$ cat config.mk
export PLATFORM = sky130hd
export DESIGN_NAME = systolic_seq_ctrl
export DESIGN_NICKNAME = d
export VERILOG_FILES = /design/src/rtl/systolic_seq_ctrl.sv
export SDC_FILE = /design/constraint.sdc
export NUM_CORES = 1
export LEC_CHECK = 0
export CAP_MARGIN = 10
export CORE_ASPECT_RATIO = 1.75
export CORE_UTILIZATION = 51
export DETAILED_ROUTE_END_ITERATION = 10
export PLACE_DENSITY = 0.76
export SYNTH_ARGS = -nofsm -noshare
export SYNTH_HDL_FRONTEND = slang
export SYNTH_SLANG_ARGS = --single-unit
$ cat constraint.sdc
create_clock -name clk -period 3.6 [get_ports clk]
set_input_delay 0.54 -clock clk [delete_from_list [all_inputs] [get_ports clk]]
set_output_delay 0.54 -clock clk [all_outputs]
set_load 0.02 [all_outputs]
$ cat src/rtl/systolic_seq_ctrl.sv
// systolic_seq_ctrl: load/start sequencer for an NUM_PE-wide systolic PE column.
// A command (row_len, col_tiles) runs PRELOAD -> STREAM -> (RELOAD -> STREAM)* -> DONE,
// issuing one-hot operand-read, start and filter-row-read strobes each cycle.
// Optional feature macro: SEQ_ABORT_EN adds an 'abort' input that returns the
// sequencer to IDLE from any busy state without pulsing done.
module systolic_seq_ctrl #(
  parameter int NUM_PE       = 5,
  parameter int FILT_ROWS    = 3,
  parameter int PRELOAD_ROWS = 3,
  parameter int CNT_W        = 5
) (
  input  logic                 clk,
  input  logic                 nRST,
  input  logic                 cmd_valid,
  output logic                 cmd_ready,
  input  logic [CNT_W-1:0]     cmd_row_len,
  input  logic [CNT_W-1:0]     cmd_col_tiles,
  input  logic                 stall,
`ifdef SEQ_ABORT_EN
  input  logic                 abort,
`endif
  output logic [NUM_PE-1:0]    pe_read,
  output logic [NUM_PE-1:0]    pe_start,
  output logic [FILT_ROWS-1:0] filt_read,
  output logic                 busy,
  output logic                 done,
  output logic [CNT_W-1:0]     tile_idx
);

  localparam int SW = (NUM_PE > 1) ? $clog2(NUM_PE) : 1;
  localparam int PW = $clog2(PRELOAD_ROWS + 1);
  localparam int RW = (CNT_W > PW) ? CNT_W : PW;

  localparam logic [SW-1:0] S_LAST   = SW'(NUM_PE - 1);  // handoff slot in (re)load, last slot in stream
  localparam logic [SW-1:0] S_PLAST  = SW'(NUM_PE - 2);  // last read slot of a (re)load row
  localparam logic [SW-1:0] S_FILT   = SW'(FILT_ROWS);
  localparam logic [RW-1:0] PRE_LAST = RW'(PRELOAD_ROWS - 1);

  typedef enum logic [2:0] {
    IDLE    = 3'd0,
    PRELOAD = 3'd1,
    STREAM  = 3'd2,
    RELOAD  = 3'd3,
    DONE    = 3'd4
  } state_t;

  state_t           r_state, w_state;
  logic [SW-1:0]    r_slot, w_slot;
  logic [RW-1:0]    r_row, w_row;
  logic [CNT_W-1:0] r_tile, w_tile;
  logic [CNT_W-1:0] r_row_len, w_row_len;
  logic [CNT_W-1:0] r_col_tiles, w_col_tiles;

  logic w_load;      // PRELOAD or RELOAD
  logic w_handoff;   // extra cycle after the final (re)load slot
  logic w_pre_last;  // final (re)load row
  logic w_str_last;  // final stream row of the current tile
  logic w_tile_last;
  logic w_abort;

`ifdef SEQ_ABORT_EN
  assign w_abort = abort && (r_state != IDLE);
`else
  assign w_abort = 1'b0;
`endif

  assign w_load      = (r_state == PRELOAD) || (r_state == RELOAD);
  assign w_handoff   = w_load && (r_slot == S_LAST);
  assign w_pre_last  = (r_row == PRE_LAST);
  assign w_str_last  = (r_row == (RW'(r_row_len) - RW'(1)));
  assign w_tile_last = ((r_tile + CNT_W'(1)) == r_col_tiles);

  assign busy     = (r_state != IDLE);
  assign tile_idx = r_tile;

  // State register
  always_ff @(posedge clk or negedge nRST) begin
    if (!nRST) r_state <= IDLE;
    else       r_state <= w_state;
  end

  // Slot/row/tile counters and latched command fields
  always_ff @(posedge clk or negedge nRST) begin
    if (!nRST) begin
      r_slot      <= '0;
      r_row       <= '0;
      r_tile      <= '0;
      r_row_len   <= '0;
      r_col_tiles <= '0;
    end else begin
      r_slot      <= w_slot;
      r_row       <= w_row;
      r_tile      <= w_tile;
      r_row_len   <= w_row_len;
      r_col_tiles <= w_col_tiles;
    end
  end

  // Next-state, counter advance and strobe decode; stall and abort override last
  always_comb begin
    w_state     = r_state;
    w_slot      = r_slot;
    w_row       = r_row;
    w_tile      = r_tile;
    w_row_len   = r_row_len;
    w_col_tiles = r_col_tiles;
    pe_read     = '0;
    pe_start    = '0;
    filt_read   = '0;
    done        = 1'b0;
    cmd_ready   = 1'b0;

    unique case (r_state)
      IDLE: begin
        cmd_ready = 1'b1;
        if (cmd_valid) begin
          // zero-length fields run as length one
          w_row_len   = (cmd_row_len   == '0) ? CNT_W'(1) : cmd_row_len;
          w_col_tiles = (cmd_col_tiles == '0) ? CNT_W'(1) : cmd_col_tiles;
          w_slot      = '0;
          w_row       = '0;
          w_tile      = '0;
          w_state     = PRELOAD;
        end
      end

      PRELOAD, RELOAD: begin
        if (w_handoff) begin
          pe_start[NUM_PE-1] = 1'b1;
          w_slot  = '0;
          w_row   = '0;
          w_state = STREAM;
        end else begin
          pe_read = NUM_PE'(1) << r_slot;
          // the last PE's operand is read alongside its neighbour's
          if (r_slot == S_PLAST) pe_read[NUM_PE-1] = 1'b1;
          if ((r_state == PRELOAD) && (r_slot < S_FILT))
            filt_read = FILT_ROWS'(1) << r_slot;
          if (w_pre_last) pe_start = NUM_PE'(1) << r_slot;
          if (r_slot == S_PLAST) begin
            if (w_pre_last) begin
              w_slot = S_LAST;
            end else begin
              w_slot = '0;
              w_row  = r_row + RW'(1);
            end
          end else begin
            w_slot = r_slot + SW'(1);
          end
        end
      end

      STREAM: begin
        pe_read  = NUM_PE'(1) << r_slot;
        pe_start = NUM_PE'(1) << r_slot;
        if (r_slot == S_LAST) begin
          w_slot = '0;
          if (w_str_last) begin
            w_row = '0;
            if (w_tile_last) begin
              w_state = DONE;
            end else begin
              w_tile  = r_tile + CNT_W'(1);
              w_state = RELOAD;
            end
          end else begin
            w_row = r_row + RW'(1);
          end
        end else begin
          w_slot = r_slot + SW'(1);
        end
      end

      DONE: begin
        done    = 1'b1;
        w_state = IDLE;
      end

      default: w_state = IDLE;
    endcase

    // stall freezes everything and silences strobes; a pending done waits
    if (stall) begin
      w_state     = r_state;
      w_slot      = r_slot;
      w_row       = r_row;
      w_tile      = r_tile;
      w_row_len   = r_row_len;
      w_col_tiles = r_col_tiles;
      pe_read     = '0;
      pe_start    = '0;
      filt_read   = '0;
      done        = 1'b0;
      cmd_ready   = 1'b0;
    end

    // abort wins over stall and drops the command without a done pulse
    if (w_abort) begin
      w_state   = IDLE;
      w_slot    = '0;
      w_row     = '0;
      w_tile    = '0;
      pe_read   = '0;
      pe_start  = '0;
      filt_read = '0;
      done      = 1'b0;
      cmd_ready = 1'b0;
    end
  end

endmodule

==> reports/metrics.cfg, run 1 <==
[critical_path]
rr_startpoint=r_row_len[0]
r2r_slack_ps=1040
worstPathCellList=inv_1 -> ha_1 -> nor4b_1 -> nand3_1 -> a21oi_1 -> and3b_1 -> clkdlybuf4s50_1
crit_slowest_cell=clkdlybuf4s50_1
startpoint_type=register
required_ps=3060
path_buf_inv=2
critPathMaxFanout=5
cp.depth=7
cp_top_family=buffers and inverters
max_stage_delay_ps=590
reg2reg_to=tile_idx[2]
worstSetupPathType=reg2out
cp.arrival_ps=2400
end_kind=output pin
rr_worst_depth=7

[yosys]
async_flop_share=1.00
ys_seq_elements=26
syn_area_mm2=0.00193
yosys.area.top_type_share=0.337
yosysWarningCount=0
synth.distinct_cells=60
synth_edf_count=0
synth_largest_area_cell=dfrtp_1
synth_area_per_cell_um2=9.05
synthTopCellsByArea=dfrtp_1, ha_1, mux2_1, nand2_1, nor2_1
synth_fp_nets=236
ys_seq_area_frac=0.337
netlist_instances=213
synth_flop_cell=dfrtp_1

[finish]
synthToLayoutAreaGrowth_pct=20.6
drive_above_1_share=0.0664
instances_no_fill=287
fin_nets=266
multi_input_area_mm2=0.00117
seq_area_um2=651
fill_cells=336
n_antenna_cell=0

[floorplanning]
ios=35
die_area_mm2=0.00404
rows=29
die_h_um=83.3
coreArea_mm2=0.00363
die_w_um=48.5
start_util=0.531

[clock_network]
clock-sinks=26
tritoncts=yes
clk_latency_ps=260
ctsResizeCount=0
post_cts_buffers=0
cts_made_buffers=3
cts.hold.buffers_added=0
cts_buffer_depth=2
path_clk_slew_ps=80
clockRootBuffer=clkbuf_8
htree_levels=1

[placement]
post-place-ws_ps=713
globalplace.congestion=0.823
post-place-cells=284
port_buffers=34
hpwl_um=3160

[timing]
setup_viol=0
worst_slew_pin_slew_ps=888
clock.fmax_mhz=340
fin_crit_ps=2940
finalSetupTns_ps=0
relSlewSlack=0.403
report.final.slew_viol_count=0
setup_ws_ps=661
skew_ps=2.96
hold_violations=0
rsz0062_at_grt=no
finalCritPeriodShare=0.816

[routing]
vias=1677
drc=0
antenna_left=0
drt_iter0_drc=32
first_pass_iters=4
vias_per_cell=5.84
finalWirelength_um=4090
wl_per_cell_um=14.3

[pwr]
power_leakage_nw=0.928
pwr-share-seq=0.374
power_density_mw_per_mm2=662
combPwrFrac=0.523
netSwitchingPower_mw=0.663
peakVddDrop_mv=0.518
p_clk_frac=0.103
finalPower_mw=1.54
intPower_mw=0.877
p_sw_frac=0.431

[job]
cap_viol_max_count=0

[grt]
antenna_found_initial=0
grt_pass1_wl_um=7300
grt_max_degree=27
grt_use_total=0.229
grt_overflow=0
grt_pass1_vias=1622

[worst_hold_path]
min_from=r_row_len[4]
hold_path.class=reg2reg
hold_depth=1
min_to=r_row_len[4]

[outcome]
status=finished, final reports clean

[state kept, by name, indices dropped and copies added, names as in the netlist]
signal,count
r_state,3
r_col_tiles,5
r_row,5
r_row_len,5
tile_idx,5
r_slot,3
[power groups by stage]
stage	sequential, mW	combinational, mW	clock (mW)
2_1_floorplan	0.536	0.615	0
3_3_place_gp	0.575	0.799	0
3_5_place_dp	0.583	0.808	0
4_1_cts	0.575	0.812	0.168
5_1_grt	0.602	0.900	0.174
6_report	0.576	0.806	0.159
[per-stage QoR]
step | util | hold WS (ps) | area [µm²]
finish | 0.641 | 513 | 2330
global route | 0.641 | 547 | 2330
CTS | 0.641 | 520 | 2330
detailed placement | 0.630 | 501 | 2280
global placement | 0.630 | 490 | 2280
floorplan | - | 244 | 1930
[metal layers]
| metal | vias up | routed length, µm | global-route usage |
|---|---|---|---|
| met5 | - | 0 | 0 |
| met4 | 0 | 93 | 0.110 |
| met3 | 9 | 91 | 0.0183 |
| met2 | 50 | 2280 | 0.438 |
| met1 | 783 | 1630 | 0.244 |
| li1 | 835 | - | - |
[worst max-delay path by stage]
| stage | slack (ps) | from | end |
|---|---|---|---|
| after floorplan | 1010 | stall | pe_start[0] |
| after global placement | 750 | stall | pe_start[0] |
| after detailed placement | 710 | stall | pe_start[0] |
| after CTS | 670 | r_row[0] | pe_start[3] |
| after global routing | 470 | stall | pe_start[0] |
| final | 660 | r_row[0] | pe_start[3] |
[kinds of logic (layout without fill, tap and decap cells)]
group           after synthesis  after routing  synth area share
simple gates                 92             92             0.264
buf+inv                      22             50            0.0545
mux                           7              7            0.0409
flops                        26             26             0.337
xor+xnor                     10             10            0.0454
fa+ha+maj                     9              9            0.0584
compound gates               47             47             0.199
[layout by cell type, fill, tap and decap left out, types with 2 or more instances in the layout]
cell             instances
nand3b_1                 3
and3_1                   3
ha_1                     9
nor2b_1                  6
and3b_1                  2
nand3_1                  5
o31ai_1                  2
o21a_1                   2
nor2_1                  16
or3_1                    3
nor4_1                   4
or2_1                    2
and2_1                   2
a41o_1                   3
xnor2_1                  6
clkbuf_8                 3
dfrtp_1                 26
a32o_1                   4
a31oi_1                  2
a21oi_1                  5
nor3_1                   7
o211ai_1                 3
xor2_1                   4
clkdlybuf4s50_1         34
buf_4                    4
o311ai_2                 2
nand2_1                 21
mux2_1                   7
inv_1                    9
nand4_1                  2
nand2b_1                 5
o21ai_1                  9
[cell usage after synthesis, types with 4 or more instances]
| library cell | n |
|---|---|
| dfrtp_1 | 26 |
| nand2_1 | 21 |
| nor2_1 | 16 |
| ha_1 | 9 |
| inv_1 | 9 |
| o21ai_1 | 9 |
| mux2_1 | 7 |
| nor3_1 | 7 |
| nor2b_1 | 6 |
| xnor2_1 | 6 |
| a21oi_1 | 5 |
| clkbuf_1 | 5 |
| nand2b_1 | 5 |
| nand3_1 | 5 |
| a32o_1 | 4 |
| nor4_1 | 4 |
| xor2_1 | 4 |
[layout make-up]
cell class | count | share of cell area
sequential | 26 | 0.280
inverter | 9 | 0.0145
clock buffer | 3 | 0.0178
tap | 46 | 0.0247
multi-input combinational | 165 | 0.504
timing repair buffer | 38 | 0.159
Power figures use the tool's default switching activity.
==> run 2, diff against run 1 <==
- clock period: 3.6 -> 2.8 ns (I/O delays scaled with it)
==> run 2 against run 1 <==
Register-to-register slack worse by 540 ps. Sequential cell count unchanged. First-iteration DRC count is 25% higher. Final area up 4.1%. Clock power rose by 54%. Critical path depth unchanged. Core utilization grew 2.6 points. Global-route usage is 2.3 points higher. Sequential share of layout area fell by 1.1 points. Via count is 5.8% higher.
==> reports/metrics.cfg, run 2 (synthesis gave the netlist of run 1 again) <==
[pwr]
power_leakage_nw=0.999  ; +7.6%
finalPower_mw=2.10  ; +36%
power_density_mw_per_mm2=868  ; +31%
peakVddDrop_mv=0.606  ; +17%

[floorplanning]
die_h_um=83.3  ; unchanged
ios=35  ; unchanged
start_util=0.531  ; unchanged
die_w_um=48.5  ; unchanged
coreArea_mm2=0.00363  ; unchanged
die_area_mm2=0.00404  ; unchanged
rows=29  ; unchanged

[finish]
mostFrequentLayoutCells=clkdlybuf4s50_1, dfrtp_1, nand2_1
layout_commonest_cell=clkdlybuf4s50_1
fin_nets=275  ; +3.4%
drive_above_1_share=0.116  ; +0.0491
synthToLayoutAreaGrowth_pct=25.6
n_antenna_cell=0  ; unchanged

[routing]
vias=1774  ; +5.8%
drt_iter0_drc=40  ; +25%
finalWirelength_um=4620  ; +13%
first_pass_iters=4  ; unchanged
vias_per_cell=5.97  ; +2.2%
drc=0  ; unchanged
antenna_left=0  ; unchanged
wl_per_cell_um=15.6  ; +9.2%

[grt]
grt_overflow=0  ; unchanged
grt_pass1_vias=1818  ; +12%
grt_use_total=0.252  ; +0.0228
antenna_found_initial=0  ; unchanged
grt_max_degree=27  ; unchanged
grt_pass1_wl_um=7950  ; +8.9%

[timing]
worst_slew_pin_slew_ps=458  ; -430 ps
relSlewSlack=0.695  ; +0.292
report.final.slew_viol_count=0  ; unchanged
rsz0062_at_grt=no
fin_crit_ps=2660
hold_violations=0  ; unchanged
finalCritPeriodShare=0.950
clock.fmax_mhz=376
setup_viol=0  ; unchanged
skew_ps=7.28  ; +4.32 ps
finalSetupTns_ps=0  ; unchanged

[placement]
globalplace.congestion=0.886  ; +7.7%
hpwl_um=3540  ; +12%
port_buffers=34  ; unchanged

[outcome]
status=finished, final reports clean

[clock_network]
tritoncts=yes
clockRootBuffer=clkbuf_8
clock-sinks=26  ; unchanged
cts_made_buffers=3  ; unchanged
post_cts_buffers=0  ; unchanged
htree_levels=1  ; unchanged
clk_latency_ps=270  ; about the same
path_clk_slew_ps=90  ; about the same
cts_buffer_depth=2  ; unchanged

[critical_path]
crit_slowest_cell=clkdlybuf4s50_1
worstSetupPathType=reg2out
end_kind=output pin
rr_worst_depth=7  ; unchanged
required_ps=2380  ; -680 ps
cp-startpoint=r_row[0]
startpoint_type=register
rr_startpoint=tile_idx[0]
critPathMaxFanout=3  ; -2
cp.arrival_ps=2240  ; -160 ps
worstPathCellList=inv_1 -> ha_1 -> nor4b_2 -> nand3_1 -> a21oi_2 -> and3b_1 -> clkdlybuf4s50_1
max_stage_delay_ps=590  ; about the same

[worst_hold_path]
hold_path.class=in2async

[job]
cap_viol_max_count=0  ; unchanged

==> run 2: cell types whose count changed in the layout (fill, tap and decap cells not counted) <==
cell	before	now
dlymetal6s2s_1	0	1
nor4b_2	0	1
clkbuf_8	3	4
a21oi_2	0	1
nor4b_1	1	0
a21oi_1	5	4
buf_4	4	13
and2_1	2	1
and2_2	0	1
clkdlybuf4s50_1	34	33
==> run 2: layer usage <==
metal / vias to the layer above / share of wire / global-route usage
li1: 854 / - / -
met1: 854 / 0.36 / 0.258
met2: 56 / 0.58 / 0.498
met3: 10 / 0.026 / 0.0110
met4: 0 / 0.027 / 0.123
met5: - / 0 / 0
==> run 2: power by group <==
group          total (mW)  internal, mW  switching, mW
Clock               0.245         0.126          0.119
Sequential          0.722         0.522          0.200
Combinational        1.14         0.549          0.586
Total                2.10          1.20          0.905
==> run 2: final cells by class <==
class,instances,area (µm²)
Inverter,9,33.8
Sequential cell,26,651
Fill cell,324,1210
Tap cell,46,57.6
Multi-Input combinational cell,165,1180
Timing Repair Buffer,47,440
Clock buffer,4,55.1
==> run 2: critical path: cells and delay by family (launching register included) <==
kind / cells / cell delay [ps]
flops: 1 / 390
fa+ha+maj: 1 / 160
buf+inv: 2 / 680
compound gates: 1 / 200
simple gates: 3 / 540
==> run 2: path summary, 6_finish.rpt <==
| path | endpoint | slack (ps) |
|---|---|---|
| worst max-delay path | pe_start[3] | 140 |
| worst min-delay path | r_col_tiles[1] | 510 |
| worst max register to register | tile_idx[0] | 500 |
| worst min register to register | r_row_len[4] | 520 |
| max in group asynchronous | tile_idx[0] | 2040 |
| min in group clk | r_row_len[4] | 520 |
==> run 2: stage by stage <==
stage | area, µm² | hold WS (ps) | std cells | setup WS (ps) | utilization
floorplan | 1930 | 124 | 213 | 455 | -
global placement | 2350 | 489 | 293 | 244 | 0.648
detailed placement | 2350 | 504 | 293 | 213 | 0.648
CTS | 2410 | 516 | 297 | 97.5 | 0.665
global route | 2420 | 541 | 297 | 9.41 | 0.667
finish | 2420 | 508 | 297 | 140 | 0.667
==> run 2: what timing repair did <==
action	CTS	global route
endpoints found under the setup margin	3	4
gates resized for setup	1	3
endpoints found under the hold margin	0	0
hold buffers	0	0
